--- src/rtl/spi_pmod_pkg.sv ---
// spi_pmod_pkg: shared constants for the SPI PMOD master (state encoding, default word width).
// No ports; imported by the interface, the top level and the bench.
package spi_pmod_pkg;
    localparam int DATA_W_DEF = 8;
    localparam logic [1:0] ST_IDLE  = 2'd0;
    localparam logic [1:0] ST_SETUP = 2'd1;
    localparam logic [1:0] ST_SHIFT = 2'd2;
    localparam logic [1:0] ST_HOLD  = 2'd3;
    typedef enum logic [1:0] {
        IDLE  = ST_IDLE,
        SETUP = ST_SETUP,
        SHIFT = ST_SHIFT,
        HOLD  = ST_HOLD
    } state_t;
endpackage

--- src/rtl/spi_pmod_master_if.sv ---
// spi_pmod_master_if: user handshake plus SPI pins of the PMOD master.
// Ports (master view): in start, tx_data[DATA_W], miso; out busy, done, rx_data[DATA_W], sclk, mosi, cs_n.
// The slave modport is the mirror image, used by whatever drives the user side and the SPI device.
interface spi_pmod_master_if import spi_pmod_pkg::*; #(parameter int DATA_W = DATA_W_DEF);
    logic              start;
    logic [DATA_W-1:0] tx_data;
    logic              busy;
    logic              done;
    logic [DATA_W-1:0] rx_data;
    logic              sclk;
    logic              mosi;
    logic              miso;
    logic              cs_n;
    modport master (input start, tx_data, miso, output busy, done, rx_data, sclk, mosi, cs_n);
    modport slave  (output start, tx_data, miso, input busy, done, rx_data, sclk, mosi, cs_n);
endinterface

--- src/rtl/tick_edge.sv ---
// tick_edge: one-cycle pulse on each rising edge of a slow level sampled in the fast clock domain.
// Ports: clk_100MHz (clock), rst_n (async active-low reset), level_in (slow level), tick_out (pulse).
module tick_edge (
    input  logic clk_100MHz,
    input  logic rst_n,
    input  logic level_in,
    output logic tick_out
);
    logic level_q;
    always_ff @(posedge clk_100MHz or negedge rst_n)
        if (!rst_n) level_q <= 1'b0;
        else        level_q <= level_in;
    assign tick_out = level_in & ~level_q;
endmodule

--- src/rtl/spi_pmod_master.sv ---
// spi_pmod_master: SPI mode-0 master, one DATA_W-bit word per start, timed by ticks from a 200 kHz level.
// Ports: clk_100MHz (clock), rst_n (async active-low reset), clk_200KHz (divided level, sampled as data),
//        bus (spi_pmod_master_if.master: start/tx_data in, busy/done/rx_data out, sclk/mosi/cs_n out, miso in).
module spi_pmod_master import spi_pmod_pkg::*; #(
    parameter int DATA_W         = DATA_W_DEF,
    parameter int CS_SETUP_TICKS = 1,
    parameter int CS_HOLD_TICKS  = 1
) (
    input  logic clk_100MHz,
    input  logic rst_n,
    input  logic clk_200KHz,
    spi_pmod_master_if.master bus
);
    localparam int BW   = $clog2(DATA_W + 1);
    localparam int MAXT = (CS_SETUP_TICKS > CS_HOLD_TICKS) ? CS_SETUP_TICKS : CS_HOLD_TICKS;
    localparam int TW   = (MAXT > 1) ? $clog2(MAXT) : 1;

    state_t            state, state_n;
    logic              tick;
    logic              sclk_q, sclk_n;
    logic              mosi_q, mosi_n;
    logic              cs_q, cs_n_n;
    logic              busy_q, busy_n;
    logic              done_q, done_n;
    logic [DATA_W-1:0] rx_q, rx_n;
    logic [DATA_W-1:0] sh, sh_n;
    logic [BW-1:0]     bcnt, bcnt_n;
    logic [TW-1:0]     tcnt, tcnt_n;

    tick_edge u_tick (
        .clk_100MHz (clk_100MHz),
        .rst_n      (rst_n),
        .level_in   (clk_200KHz),
        .tick_out   (tick)
    );

    always_ff @(posedge clk_100MHz or negedge rst_n)
        if (!rst_n) begin
            state  <= IDLE;
            sclk_q <= 1'b0;
            mosi_q <= 1'b0;
            cs_q   <= 1'b1;
            busy_q <= 1'b0;
            done_q <= 1'b0;
            rx_q   <= '0;
            sh     <= '0;
            bcnt   <= '0;
            tcnt   <= '0;
        end else begin
            state  <= state_n;
            sclk_q <= sclk_n;
            mosi_q <= mosi_n;
            cs_q   <= cs_n_n;
            busy_q <= busy_n;
            done_q <= done_n;
            rx_q   <= rx_n;
            sh     <= sh_n;
            bcnt   <= bcnt_n;
            tcnt   <= tcnt_n;
        end

    // Only IDLE looks at start, so requests during a transfer fall away and a
    // start in the done cycle (already back in IDLE) is taken immediately.
    always_comb begin
        state_n = state;
        sclk_n  = sclk_q;
        mosi_n  = mosi_q;
        cs_n_n  = cs_q;
        busy_n  = busy_q;
        done_n  = 1'b0;
        rx_n    = rx_q;
        sh_n    = sh;
        bcnt_n  = bcnt;
        tcnt_n  = tcnt;
        case (state)
            IDLE:
                if (bus.start) begin
                    sh_n    = bus.tx_data;
                    mosi_n  = bus.tx_data[DATA_W-1];
                    cs_n_n  = 1'b0;
                    busy_n  = 1'b1;
                    bcnt_n  = '0;
                    tcnt_n  = '0;
                    state_n = SETUP;
                end
            SETUP:
                if (tick) begin
                    if (tcnt == TW'(CS_SETUP_TICKS - 1)) begin
                        sclk_n  = 1'b0;
                        state_n = SHIFT;
                    end else tcnt_n = tcnt + 1'b1;
                end
            SHIFT:
                if (tick) begin
                    if (!sclk_q) begin
                        // Rising edge: shift left, received bit enters at the LSB.
                        sclk_n = 1'b1;
                        sh_n   = {sh[DATA_W-2:0], bus.miso};
                        bcnt_n = bcnt + 1'b1;
                    end else begin
                        // Falling edge: the next bit to send is now at the MSB.
                        sclk_n = 1'b0;
                        if (bcnt == BW'(DATA_W)) begin
                            mosi_n  = 1'b0;
                            tcnt_n  = '0;
                            state_n = HOLD;
                        end else mosi_n = sh[DATA_W-1];
                    end
                end
            HOLD:
                if (tick) begin
                    if (tcnt == TW'(CS_HOLD_TICKS - 1)) begin
                        cs_n_n  = 1'b1;
                        busy_n  = 1'b0;
                        done_n  = 1'b1;
                        rx_n    = sh;
                        state_n = IDLE;
                    end else tcnt_n = tcnt + 1'b1;
                end
            default: state_n = IDLE;
        endcase
    end

    assign bus.sclk    = sclk_q;
    assign bus.mosi    = mosi_q;
    assign bus.cs_n    = cs_q;
    assign bus.busy    = busy_q;
    assign bus.done    = done_q;
    assign bus.rx_data = rx_q;
endmodule

--- src/flat_wrapper.sv ---
// flat-port wrapper written by rule: the top's interface ports become plain ports
module spi_pmod_master_flat import spi_pmod_pkg::*;
#(
    parameter int DATA_W         = DATA_W_DEF,
    parameter int CS_SETUP_TICKS = 1,
    parameter int CS_HOLD_TICKS  = 1
)
  (clk_100MHz, rst_n, clk_200KHz, bus_start, bus_tx_data, bus_miso, bus_busy, bus_done, bus_rx_data, bus_sclk, bus_mosi, bus_cs_n);
  spi_pmod_master_if #(.DATA_W(DATA_W)) bus_i ();
  input  logic clk_100MHz;
  input  logic rst_n;
  input  logic clk_200KHz;
  input wire logic [$bits(bus_i.start)-1:0] bus_start;
  input wire logic [$bits(bus_i.tx_data)-1:0] bus_tx_data;
  input wire logic [$bits(bus_i.miso)-1:0] bus_miso;
  output wire logic [$bits(bus_i.busy)-1:0] bus_busy;
  output wire logic [$bits(bus_i.done)-1:0] bus_done;
  output wire logic [$bits(bus_i.rx_data)-1:0] bus_rx_data;
  output wire logic [$bits(bus_i.sclk)-1:0] bus_sclk;
  output wire logic [$bits(bus_i.mosi)-1:0] bus_mosi;
  output wire logic [$bits(bus_i.cs_n)-1:0] bus_cs_n;
  assign bus_i.start = bus_start;
  assign bus_i.tx_data = bus_tx_data;
  assign bus_i.miso = bus_miso;
  assign bus_busy = bus_i.busy;
  assign bus_done = bus_i.done;
  assign bus_rx_data = bus_i.rx_data;
  assign bus_sclk = bus_i.sclk;
  assign bus_mosi = bus_i.mosi;
  assign bus_cs_n = bus_i.cs_n;
  spi_pmod_master #(.DATA_W(DATA_W), .CS_SETUP_TICKS(CS_SETUP_TICKS), .CS_HOLD_TICKS(CS_HOLD_TICKS)) u_core (.clk_100MHz(clk_100MHz), .rst_n(rst_n), .clk_200KHz(clk_200KHz), .bus(bus_i));
endmodule
--- config.mk ---
export PLATFORM = sky130hd
export DESIGN_NAME = spi_pmod_master_flat
export DESIGN_NICKNAME = d
export VERILOG_FILES = /design/src/rtl/spi_pmod_pkg.sv /design/src/rtl/spi_pmod_master_if.sv /design/src/rtl/tick_edge.sv /design/src/rtl/spi_pmod_master.sv /design/src/flat_wrapper.sv
export SDC_FILE = /design/constraint.sdc
export NUM_CORES = 1
export LEC_CHECK = 0
export ABC_AREA = 1
export BUFFER_PORTS_ARGS = -buffer_cell sky130_fd_sc_hd__buf_2
export CAP_MARGIN = 30
export CORE_UTILIZATION = 49
export CTS_CLUSTER_DIAMETER = 30
export DETAILED_ROUTE_END_ITERATION = 12
export GPL_TIMING_DRIVEN = 0
export HOLD_SLACK_MARGIN = 0.02
export PLACE_DENSITY = 0.76
export SLEW_MARGIN = 10
export SYNTH_ARGS = -nofsm -noshare
export SYNTH_HDL_FRONTEND = slang
export SYNTH_HIERARCHICAL = 1
export SYNTH_SLANG_ARGS = --single-unit
--- constraint.sdc ---
create_clock -name clk_100MHz -period 1.5 [get_ports clk_100MHz]
set_input_delay 0.075 -clock clk_100MHz [delete_from_list [all_inputs] [get_ports clk_100MHz]]
set_output_delay 0.075 -clock clk_100MHz [all_outputs]
set_load 0.01 [all_outputs]
==> out/metrics.cfg <==
[outcome]
outcome = complete, no violations

[power_and_ir_drop]
p_int_w = 0.002316
power_w = 0.004059
p_clk_frac = 0.079
p_comb_frac = 0.618
p_per_area_nw_per_um2 = 2231
pwr-share-seq = 0.303
vdd_drop_max_mv = 1.500
p_switching_w = 0.001742
swShare = 0.4292
leakage_nw = 0.9402

[setup_path]
cp-startpoint = u_core/state[0]$_DFFE_PN0P_
cp-endpoint = u_core/sh[1]$_DFFE_PN0P_
start_kind = flip-flop
worstSetupEndpointType = flip-flop
ff2ff_path_depth = 10
arrival_ps = 1700
regToRegEndpoint = u_core/sh[1]$_DFFE_PN0P_
cp.required_ps = 1730
critical_path_class = reg -> reg
reg2reg_slack_ps = 30
r2r-start = u_core/state[0]$_DFFE_PN0P_
crit_fanout = 7

[route]
ant_nets = 0
wl_per_cell_um = 12.84
wirelength_um = 3042
first_iter_violations = 84
vias_per_cell = 5.203
drc = 0
vias = 1233
dr.pass1.iters = 4

[cts]
h-tree-depth = 1
clock_latency_ps = 330
cts_buffers = 3
clk_pin_slew_worst_paths_ps = 140
cts_tree = done
cts-root-buf = clkbuf_4
clk_path_buf_depth = 2
cts_sinks = 28

[cells_and_area]
syn2layout_area_growth_pct = 24.59
drive_gt1_frac = 0.3883
fillers = 229
mostFrequentLayoutCells = 37 x nand2_1, 26 x dfrtp_1, 25 x buf_2, 21 x inv_1, 17 x o21ai_0
final_nets = 227
post-route-util = 0.6541
final_common_cell = nand2_1
diodes = 0
layoutNonFillerInstCount = 237

[placed_design]
portBuffers = 25
place.gp.congestion = 0.8091
placed_cells = 224
hpwl_um = 1970

[floorplan]
die_y_um = 56.59
start_util = 0.5250
core_um2 = 2781
die_x_um = 56.59
dieArea_um2 = 3202
io_pins = 26
rows = 19

[global_route]
grt_first_pass_wirelength_um = 4836
grt.total_usage = 0.1928
gr-total-overflow = 0
grt_pass1_vias = 1108
antenna_found_initial = 0
grt_start_max_net_pins = 29

[synth]
yosysWarnings = 6
ys_seq_elements = 28
ys_seq_area_frac = 0.4807
synth_fp_nets = 188
synth_area_um2 = 1460
synth.distinct_cells = 22
syn_inst = 168
syn_area_per_cell_um2 = 8.691

[sta]
timing.fmax_ghz = 0.6822
hold_viol = 0
setup_viol = 0
min_period_over_period = 0.9772
whs_ps = 55.34
finClkSkew_ps = 5.988
tightest_slew_ps = 622.6
maxSlewViolCount = 0
period_minus_slack_ps = 1466
relSlewSlack = 0.5849

[hold_path]
hp-class = in -> reg

[job]
maxCapViolCount = 0

-- cells in the mapped netlist --
library cell  instances  area [um2]
a21oi_1               2       10.01
and2_1                1       6.260
buf_12                1       20.02
buf_2                 1       5.000
buf_6                 2       22.52
clkbuf_1              1       3.750
dfrtp_1              27       675.7
dfstp_2               1       26.28
ha_1                  7       87.58
inv_1                23       86.33
inv_2                 2       7.510
inv_4                 1       6.260
nand2_1              40       150.1
nand2_2              12       75.07
nand3_1               8       40.04
nand4_1               2       12.51
nor2_1                3       11.26
nor2_2                1       6.260
o21ai_0              20       100.1
o21ai_1               1       5.000
o21ai_2              11       96.34
or2_2                 1       6.260
-- critical path, cell delays in order, from the launching register on --
cell	delay, ps
dfrtp_1	430
inv_2	110
ha_4	220
nand2_1	80
nand2_1	90
inv_2	60
nand2_4	90
inv_8	50
clkbuf_16	150
nand2_2	50
o21ai_2	50
-- routing by layer --
| metal | vias to the layer above | track usage | routed length (um) |
|---|---|---|---|
| met2 | 35 | 0.2992 | 1453 |
| li1 | 610 | - | - |
| met4 | 0 | 0.07317 | 49 |
| met3 | 4 | 0.02995 | 128 |
| met1 | 584 | 0.2718 | 1410 |
| met5 | - | 0 | 0 |
-- worst min path at each step --
stage              startpoint                                end  slack (ps)  cells after the start
3_5_place_dp            rst_n  u_core/bus.rx_data[0]$_DFFE_PN0P_         140                      1
3_3_place_gp            rst_n    u_core/u_tick/level_q$_DFF_PN0_         120                      1
2_1_floorplan           rst_n         u_core/bcnt[0]$_DFFE_PN0P_        -220                      0
6_report       bus_tx_data[0]           u_core/sh[0]$_DFFE_PN0P_          60                      5
4_1_cts        bus_tx_data[0]           u_core/sh[0]$_DFFE_PN0P_          50                      5
5_1_grt              bus_miso           u_core/sh[0]$_DFFE_PN0P_          60                      5
-- area by class of cell --
type	instances	area, um2	area share
Buffer	3	47.55	0.02613
Timing Repair Buffer	36	247.7	0.1362
Multi-Input combinational cell	109	643.1	0.3535
Tap cell	31	38.79	0.02132
Clock buffer	4	26.28	0.01444
Sequential cell	28	703.2	0.3865
Inverter	26	112.6	0.06190
-- registers in the layout, summed over array words and instances, names as in the netlist --
name,flops
u_core/bus.busy,1
u_core/state,2
u_core/bus.rx_data,8
u_core/bus.done,1
u_core/bcnt,4
u_core/bus.mosi,1
u_core/sh,8
u_core/u_tick/level_q,1
u_core/bus.sclk,1
u_core/bus.cs_n,1
-- kinds of logic after synthesis --
group,Yosys count,synth area share
adder cells (fa/ha/maj),7,0.05998
AO/OA/AOI/OAI,34,0.1448
flip-flops,28,0.4807
AND/OR/NAND/NOR,68,0.2108
buffers and inverters,31,0.1037
-- metrics by stage --
stage	setup TNS, ps	setup slack, ps	cell area, um2
2_1_floorplan	0	92.78	1460
3_3_place_gp	-434.0	-33.37	1624
3_5_place_dp	-1183	-71.21	1624
4_1_cts	0	0.1792	1705
5_1_grt	-103.4	-28.89	1819
6_report	0	34.14	1819
-- power by group through the flow --
stage / Sequential, W / Combinational [W] / Clock [W]
2_1_floorplan: 0.00129 / 0.00140 / 0
3_3_place_gp: 0.00122 / 0.00186 / 0
3_5_place_dp: 0.00124 / 0.00191 / 0
4_1_cts: 0.00121 / 0.00204 / 0.000334
5_1_grt: 0.00126 / 0.00272 / 0.000363
6_report: 0.00123 / 0.00251 / 0.000320
-- repair_timing --
item,in CTS,in global routing
pin swaps,0,2
endpoints found under the setup margin,21,23
hold buffers,2,0
resized for setup,4,20
setup buffers,4,3
hold endpoints to repair,28,0
cloned,0,2
Note: power is estimated with default switching activity, not from simulation.
